[config.mk]
export PLATFORM = sky130hd
export DESIGN_NAME = divider_seq
export DESIGN_NICKNAME = d
export VERILOG_FILES = /design/src/rtl/divider_seq.sv
export SDC_FILE = /design/constraint.sdc
export NUM_CORES = 1
export LEC_CHECK = 0
export ABC_AREA = 1
export CORE_UTILIZATION = 55
export DETAILED_ROUTE_END_ITERATION = 16
export PLACE_DENSITY = 0.78
export SYNTH_ARGS = -nofsm -noshare
export SYNTH_HDL_FRONTEND = slang
export SYNTH_SLANG_ARGS = --single-unit
[constraint.sdc]
create_clock -name clk -period 16.1 [get_ports clk]
set_clock_uncertainty 0.2 [all_clocks]
set_input_delay 1.61 -clock clk [delete_from_list [all_inputs] [get_ports clk]]
set_output_delay 1.61 -clock clk [all_outputs]
set_load 0.1 [all_outputs]
[src/rtl/divider_seq.sv]
// Sequential 32-bit restoring divider (DIV/DIVU) producing one quotient bit per cycle.
// Results are sign-corrected and held until the next completion; divide-by-zero bypasses iteration.
module divider_seq (
  input  logic        clk,
  input  logic        rst,
  input  logic        start,
  input  logic        sign,
  input  logic [31:0] dividend,
  input  logic [31:0] divisor,
  output logic [31:0] q,
  output logic [31:0] r,
  output logic        busy,
  output logic        done,
  output logic        div_zero
);

  localparam int unsigned W  = 32;
  localparam int unsigned CW = 5;

  typedef enum logic [1:0] {
    IDLE = 2'd0,
    CALC = 2'd1,
    DONE = 2'd2
  } state_t;

  state_t          r_state;
  state_t          w_state_nxt;
  logic [CW-1:0]   r_cnt;
  logic [W-1:0]    r_dvd;
  logic [W-1:0]    r_dvs;
  logic [W-1:0]    r_rem;
  logic            r_neg_q;
  logic            r_neg_r;
  logic [W-1:0]    r_q;
  logic [W-1:0]    r_r;
  logic            r_busy;
  logic            r_done;
  logic            r_div_zero;

  logic [W-1:0]    w_a_mag;
  logic [W-1:0]    w_b_mag;
  logic            w_b_zero;
  logic            w_last;
  logic [W:0]      w_rem_sh;
  logic            w_qbit;
  logic [W-1:0]    w_rem_nxt;
  logic [W-1:0]    w_q_mag;
  logic [W-1:0]    w_q_fix;
  logic [W-1:0]    w_r_fix;

  assign w_a_mag  = (sign && dividend[W-1]) ? (~dividend + W'(1)) : dividend;
  assign w_b_mag  = (sign && divisor[W-1])  ? (~divisor + W'(1))  : divisor;
  assign w_b_zero = (divisor == '0);
  assign w_last   = (r_cnt == CW'(W - 1));

  // One restoring step: the 33-bit shifted partial remainder keeps the borrow visible.
  assign w_rem_sh  = {r_rem, r_dvd[W-1]};
  assign w_qbit    = (w_rem_sh >= {1'b0, r_dvs});
  assign w_rem_nxt = w_qbit ? W'(w_rem_sh - {1'b0, r_dvs}) : w_rem_sh[W-1:0];
  assign w_q_mag   = {r_dvd[W-2:0], w_qbit};
  assign w_q_fix   = r_neg_q ? (~w_q_mag + W'(1)) : w_q_mag;
  assign w_r_fix   = r_neg_r ? (~w_rem_nxt + W'(1)) : w_rem_nxt;

  always_comb begin
    w_state_nxt = r_state;
    case (r_state)
      IDLE:    if (start) w_state_nxt = w_b_zero ? DONE : CALC;
      CALC:    if (w_last) w_state_nxt = DONE;
      DONE:    w_state_nxt = IDLE;
      default: w_state_nxt = IDLE;
    endcase
  end

  always_ff @(posedge clk or posedge rst) begin
    if (rst) begin
      r_state    <= IDLE;
      r_cnt      <= '0;
      r_dvd      <= '0;
      r_dvs      <= '0;
      r_rem      <= '0;
      r_neg_q    <= 1'b0;
      r_neg_r    <= 1'b0;
      r_q        <= '0;
      r_r        <= '0;
      r_busy     <= 1'b0;
      r_done     <= 1'b0;
      r_div_zero <= 1'b0;
    end else begin
      r_state <= w_state_nxt;
      r_busy  <= (w_state_nxt == CALC);
      r_done  <= (w_state_nxt == DONE);
      case (r_state)
        IDLE: begin
          if (start) begin
            r_cnt   <= '0;
            r_rem   <= '0;
            r_dvd   <= w_a_mag;
            r_dvs   <= w_b_mag;
            r_neg_q <= sign && (dividend[W-1] ^ divisor[W-1]);
            r_neg_r <= sign && dividend[W-1];
            if (w_b_zero) begin
              r_q        <= '1;
              r_r        <= dividend;
              r_div_zero <= 1'b1;
            end
          end
        end
        CALC: begin
          r_cnt <= r_cnt + CW'(1);
          r_rem <= w_rem_nxt;
          r_dvd <= w_q_mag;
          if (w_last) begin
            r_q        <= w_q_fix;
            r_r        <= w_r_fix;
            r_div_zero <= 1'b0;
          end
        end
        default: ;
      endcase
    end
  end

  assign q        = r_q;
  assign r        = r_r;
  assign busy     = r_busy;
  assign done     = r_done;
  assign div_zero = r_div_zero;

endmodule

# --- After elaboration in Yosys (flattened, before gate mapping) ---
# Index checks and enable logic that the tools add are counted.
word_totals:
  ff_bits: 172
  latch_bits: 0
  ram_bits: 0
  rom_bits: 0
  output_inout_bits: 67
  word_cells: 67
  n_memories: 0
classes:
  n_addsub: 6
  n_mul: 0
  div: 0
  order_cmp: 1
  n_eq_ne: 7
  shifts: 0
  n_mux: 27
  bitwise_logic: 5
  n_reduce_logical: 9
ops:
  columns: ["op", "n"]
  rows:
  - ["32-bit 2-to-1 mux", 13]
  - ["32-bit case mux with 2 select lines", 4]
  - ["32-bit by 1-bit adder with 32-bit output (second input constant)", 4]
  - ["32-bit inverter", 4]
  - ["33-bit by 32-bit greater-or-equal comparator with 1-bit output", 1]
  - ["32-bit logical NOT", 1]
  - ["32-bit subtractor", 1]
  - ["5-bit case mux with 2 select lines", 1]
  - ["2-bit 2-to-1 mux", 3]
  - ["2-bit inequality test (second input constant)", 3]
  - ["5-bit by 1-bit adder with 5-bit output (second input constant)", 1]
  - ["5-bit == test (second input constant)", 1]
  - ["5-bit 2-to-1 mux", 1]
  - ["2-bit by 1-bit == test with 1-bit output (second input constant)", 2]
  - ["2-bit case mux with 2 select lines", 1]
  - ["2-bit AND reduction", 2]
  - ["4-bit AND reduction", 1]
  - ["1-bit logical AND", 3]
  - ["1-bit 2-to-1 mux", 3]
  - ["2-bit == test (second input constant)", 1]
  - ["2-bit logical NOT", 1]
  - ["1-bit case mux with 2 select lines", 1]
  - ["2-bit nonzero test", 1]
  - ["1-bit XOR", 1]

# --- Depth between registers and ports, before layout ---
depth:
  ltp_word: 7
  ltp_mapped: 31
  mapped_depth_nobuf: 30

# --- Worst setup path after synthesis ---
# No wires, ideal clock.
synth_timing:
  kind: "reg2reg"
  start: "register r_rem[1]"
  end: "register r_q[28], in the netlist q[28]"
  arrival_ns: 3.635
  slack_ns: 12.140
  path_stages_with_launch: 30
  n_path_buf: 1
  synth_period_minus_slack_ns: 3.960
  cell_sequence: "dfrtp_1 > ha_1 > nand2_1 > nand2_1 > nand2_1 > nand2_1 > nand2_1 > nand3_2 > nand2_1 > nand2_2 > nand2_4 > nand2_8 > buf_12 > inv_4 > ha_1 > inv_1 > nor3_1 > nand2_1 > nor3_2 > nand2_1 > nor3_1 > nand2_1 > nor2_1 > nand3_1 > nor2_1 > nand3_1 > nand2_1 > o21ai_0 > nor3_1 > o21ai_1"
synth_via:
  elab_chain_cells: 6
synth_rtl:
  columns: ["item", "line_no", "source"]
  rows:
  - ["from (decl)", "31", "logic [W-1:0] r_rem;"]
  - ["from (signal assigned)", "110", "r_rem <= w_rem_nxt;"]
  - ["33-bit by 32-bit greater-or-equal comparator with 1-bit output", "58", "assign w_qbit = (w_rem_sh >= {1'b0, r_dvs});"]
  - ["32-bit inverter", "61", "assign w_q_fix = r_neg_q ? (~w_q_mag + W'(1)) : w_q_mag;"]
  - ["32-bit by 1-bit adder with 32-bit output", "61", null]
  - ["32-bit 2-to-1 mux", "61", null]
  - ["32-bit 2-to-1 mux", "112", "if (w_last) begin"]
  - ["32-bit case mux with 2 select lines", "92", "case (r_state)"]
  - ["to (signal assigned)", "113", "r_q <= w_q_fix;"]
  - ["to (decl)", "34", "logic [W-1:0] r_q;"]
# Every way passes these cells. The select of a mux whose other input is x is not followed.
# A chain may end at the register's enable or synchronous reset.

# --- Worst setup path after layout ---
layout_timing:
  start: "input divisor[0]"
  end: "register r_r[22], in the netlist r[22]"
layout_via:
  elab_chain_cells: 3
layout_rtl:
  columns: ["item", "line_no", "source"]
  rows:
  - ["from (decl)", "9", "input logic [31:0] divisor,"]
  - ["32-bit logical NOT", "53", "assign w_b_zero = (divisor == '0);"]
  - ["2-bit inequality test (no source line)", null, null]
  - ["4-bit AND reduction (no source line)", null, null]
  - ["to (signal assigned)", "103", "r_r <= dividend;"]
  - ["to (signal assigned)", "114", "r_r <= w_r_fix;"]
  - ["to (decl)", "35", "logic [W-1:0] r_r;"]
# Every way passes these cells.

==> impl_summary.md <==
Min path
The tightest min-delay check is of the flip-flop to flip-flop type. Counting instances, the worst hold path has a depth of 2.

Logic synthesis
The multiplexer share of the synthesized area is 0%. The combined area of all synthesized cells is 0.0133 sq mm. The mean cell area of the mapped netlist is 6.42 sq um.

The main combinational cell family by area after synthesis is simple AND/OR/NAND/NOR gates. Summing the areas of all compound-gate instances in the mapped netlist gives 12.8% of the synthesized area. Synthesis instantiated 57 different standard cells from the library. Of all flip-flops after synthesis, the portion carrying an async set or reset was 100%.

The total nets after synthesis is 2182. The synthesized netlist devotes 37.0% of its cell area to simple gates. The number of enable-type register cells in the synthesized netlist is 0.

The top flip-flop cell by instance count after synthesis is sky130_fd_sc_hd__dfrtp_1. Of the synthesized area, sequential elements account for 32.3%. In this run, synthesis produced a sequential element count of 172. The xor and xnor area share after synthesis is 2.89%. The fraction of the mapped netlist area in adder cells is 3.72%. The cell count after synthesis is 2075. The total number of yosys warnings is 0.

Clock tree
Clock-pin slew was measured on the worst setup and hold paths at 0.08 ns. The tree is rooted in a sky130_fd_sc_hd__clkbuf_16. The CTS tree is done. The sink count of the clock tree is 172. The quantity of gates resized following cts is 0. In this run the number of H-tree levels came out at 4. The number of CTS-inserted buffers is 17.

The number of setup buffers added after CTS is 0. In this run, post-CTS hold repair placed 0 buffers. The latest clock arrival within the worst-skew pair is 0.44 ns. The longest clock path from root to sink contains 2 buffers.

Die
The I/O pin total is 135. The core area is 0.0236 sq mm. The overall die height is 158 microns. The die covers 0.0249 sq mm. The effective utilization at floorplan is 56.4%. The die width is 158 microns. In this run the core area contains 56 standard-cell rows.

Timing
The worst slew margin relative to its limit is 32.1%. The max-slew violation total from the final report is 0. The final critical path time including I/O delays and setup is 5.54 ns.

The hold slack is 0.285 ns. The highest clock frequency the design can meet is 181 MHz. Setup repair after global routing left no endpoint under its margin. The sum of negative setup slack is 0 ns. The worst path uses 34.4% of the clock period.

Setup violations remaining at the end of the flow were counted as 0. The minimum setup slack in the final design is 10.56 ns. For the pin with the worst max-slew slack, the measured transition is 1.02 ns. The final hold violation count was 0.

Worst setup path
For the worst setup path, the data required time is 16.24 ns. The type of element capturing the critical path is a flip-flop. The worst setup path is of the input port to flip-flop kind.

The depth of the worst register-to-register path is 27. STA classifies the critical path startpoint as an input port. For the worst setup path, the data arrival time is 5.67 ns. The highest net fanout along the worst path is 74.

Global routing
The total global-route track usage is 36.9%. The first global-routing pass estimated 69.5 mm of wire. The initial antenna violation count is 0. The via count of the first global-routing pass is 13.2k. The largest net degree at the start of global routing is 98.

Global routing finished with a remaining overflow of 0.

Layout
Leaving out fill and tap cells, the most frequent cell in the layout is sky130_fd_sc_hd__nand2_1. Summing all multi-input logic gate instances after layout gives 0.00753 sq mm. The number of nets in the layout is 2272.

Registers take 0.00430 sq mm. The repair_antennas step left the layout with diodes totalling 0. Leaving out fill and tap cells, the most frequent cells in the layout are sky130_fd_sc_hd__nand2_1 (619), sky130_fd_sc_hd__inv_1 (294), sky130_fd_sc_hd__nor2_1 (233). The post-synthesis to final-layout area growth is 15.7%. The fraction of layout cells with a size suffix above 1 is 5.46%. The layout has 2219 filler cells. The utilization after layout is 65.3%.

Detailed routing
After detailed routing, the number of vias per cell comes to 5.68. Summed over all layers, the routed wires come to 44.4 mm. The vias after detailed routing is 14.2k. For this run, design rule violations remaining after detail routing come to 0.

The routed length per placed instance is 17.8 microns. The number of nets still failing antenna checks after routing is 0. After the first detailed-routing iteration, the DRC count stood at 1406. Before antenna repair, the detailed router went through 6 iterations.

Job
The number of maximum-capacitance constraint violations is 0.

Placement
The half-perimeter wire length after detailed placement is 33.7 mm. The number of buffers inserted by port buffering is 134. OpenSTA, run right after detailed placement, puts the worst setup slack at 10.17 ns. Routability-driven placement finished with a final weighted congestion of 0.995.

Run status
The run finished with clean final reports.
## worst paths after layout
| check | from | end | slack [ns] |
|---|---|---|---|
| max | divisor[0] | r[22] | 10.56 |
| min | q[23] | q[23] | 0.28 |
| max reg2reg | r_dvs[6] | q[28] | 10.71 |
| min reg2reg | q[23] | q[23] | 0.28 |
| max in group asynchronous | rst | r_rem[12] | 12.58 |
| min in group asynchronous | rst | r_rem[2] | 1.49 |
## logic make-up after synthesis
family                     after synthesis
AOI/OAI and AO/OA                      291
DFF                                    172
and+or+nand+nor                       1148
buffers and inverters                  381
adders and majority gates               39
xor gates and xnor gates                44
## worst max-delay path, stage by stage
cell and delay, ns:
sky130_fd_sc_hd__clkdlybuf4s50_1 0.39, sky130_fd_sc_hd__inv_1 0.09, sky130_fd_sc_hd__ha_1 0.20, sky130_fd_sc_hd__nand4_1 0.15, sky130_fd_sc_hd__nor3_2 0.19, sky130_fd_sc_hd__inv_2 0.05
sky130_fd_sc_hd__nor3_2 0.21, sky130_fd_sc_hd__nand3_1 0.19, sky130_fd_sc_hd__nor2_2 0.19, sky130_fd_sc_hd__nand4_1 0.15, sky130_fd_sc_hd__nor2_2 0.16, sky130_fd_sc_hd__nand2_1 0.16
sky130_fd_sc_hd__nand2_2 0.11, sky130_fd_sc_hd__buf_4 0.63, sky130_fd_sc_hd__inv_2 0.63, sky130_fd_sc_hd__nor2_1 0.29, sky130_fd_sc_hd__nand3_1 0.12, sky130_fd_sc_hd__nand2_1 0.07
sky130_fd_sc_hd__inv_1 0.03
## through the flow
| step | std cells | instance area [sq um] |
|---|---|---|
| 2_1_floorplan | 2075 | 13300 |
| 3_3_place_gp | 2465 | 14800 |
| 3_5_place_dp | 2465 | 14800 |
| 4_1_cts | 2497 | 15400 |
| 5_1_grt | 2497 | 15400 |
| 6_report | 2497 | 15400 |
## state kept, by name, indices dropped and copies added, names as in the netlist, 2 cells and up
register / cells
q: 32
r: 32
r_cnt: 5
r_dvd: 32
r_dvs: 32
r_rem: 32
r_state: 2
## synthesized netlist by cell type (all sizes together), types with 6 or more instances
cell type / instances / area (sq um)
nor2: 247 / 976
a21oi: 55 / 283
nand3: 149 / 768
dfrtp: 172 / 4300
ha: 38 / 475
xnor2: 12 / 105
clkbuf: 45 / 169
nand4: 41 / 257
a221oi: 6 / 52.6
o21ai: 139 / 722
nand2: 637 / 2450
nor3: 30 / 175
o211ai: 9 / 67.6
o22ai: 28 / 175
o221ai: 6 / 52.6
inv: 307 / 1150
nand3b: 17 / 128
xor2: 32 / 280
or2: 17 / 106
o31ai: 10 / 75.1
a31oi: 19 / 119
buf: 27 / 180
## cell type report
type,instances,share of cell area [%]
flip-flops and latches,172,27.9
multi-input cells,1522,48.8
clock inverters,15,1.23
repair buffers,143,9.14
inverters,309,7.57
well taps,319,2.59
clock buffers,17,2.76
## layer usage
metal / global-route usage [%] / share of wire [%] / vias to the layer above
met5: 0 / 0 / -
met4: 12.9 / 2.7 / 0
met3: 8.98 / 9.6 / 95
met2: 55.9 / 43 / 630
met1: 51.1 / 45 / 6606
li1: - / - / 6845
Power is left out: the tool's default activity adds up to more than one toggle a clock period on the data nets, which glitch-free logic cannot reach.
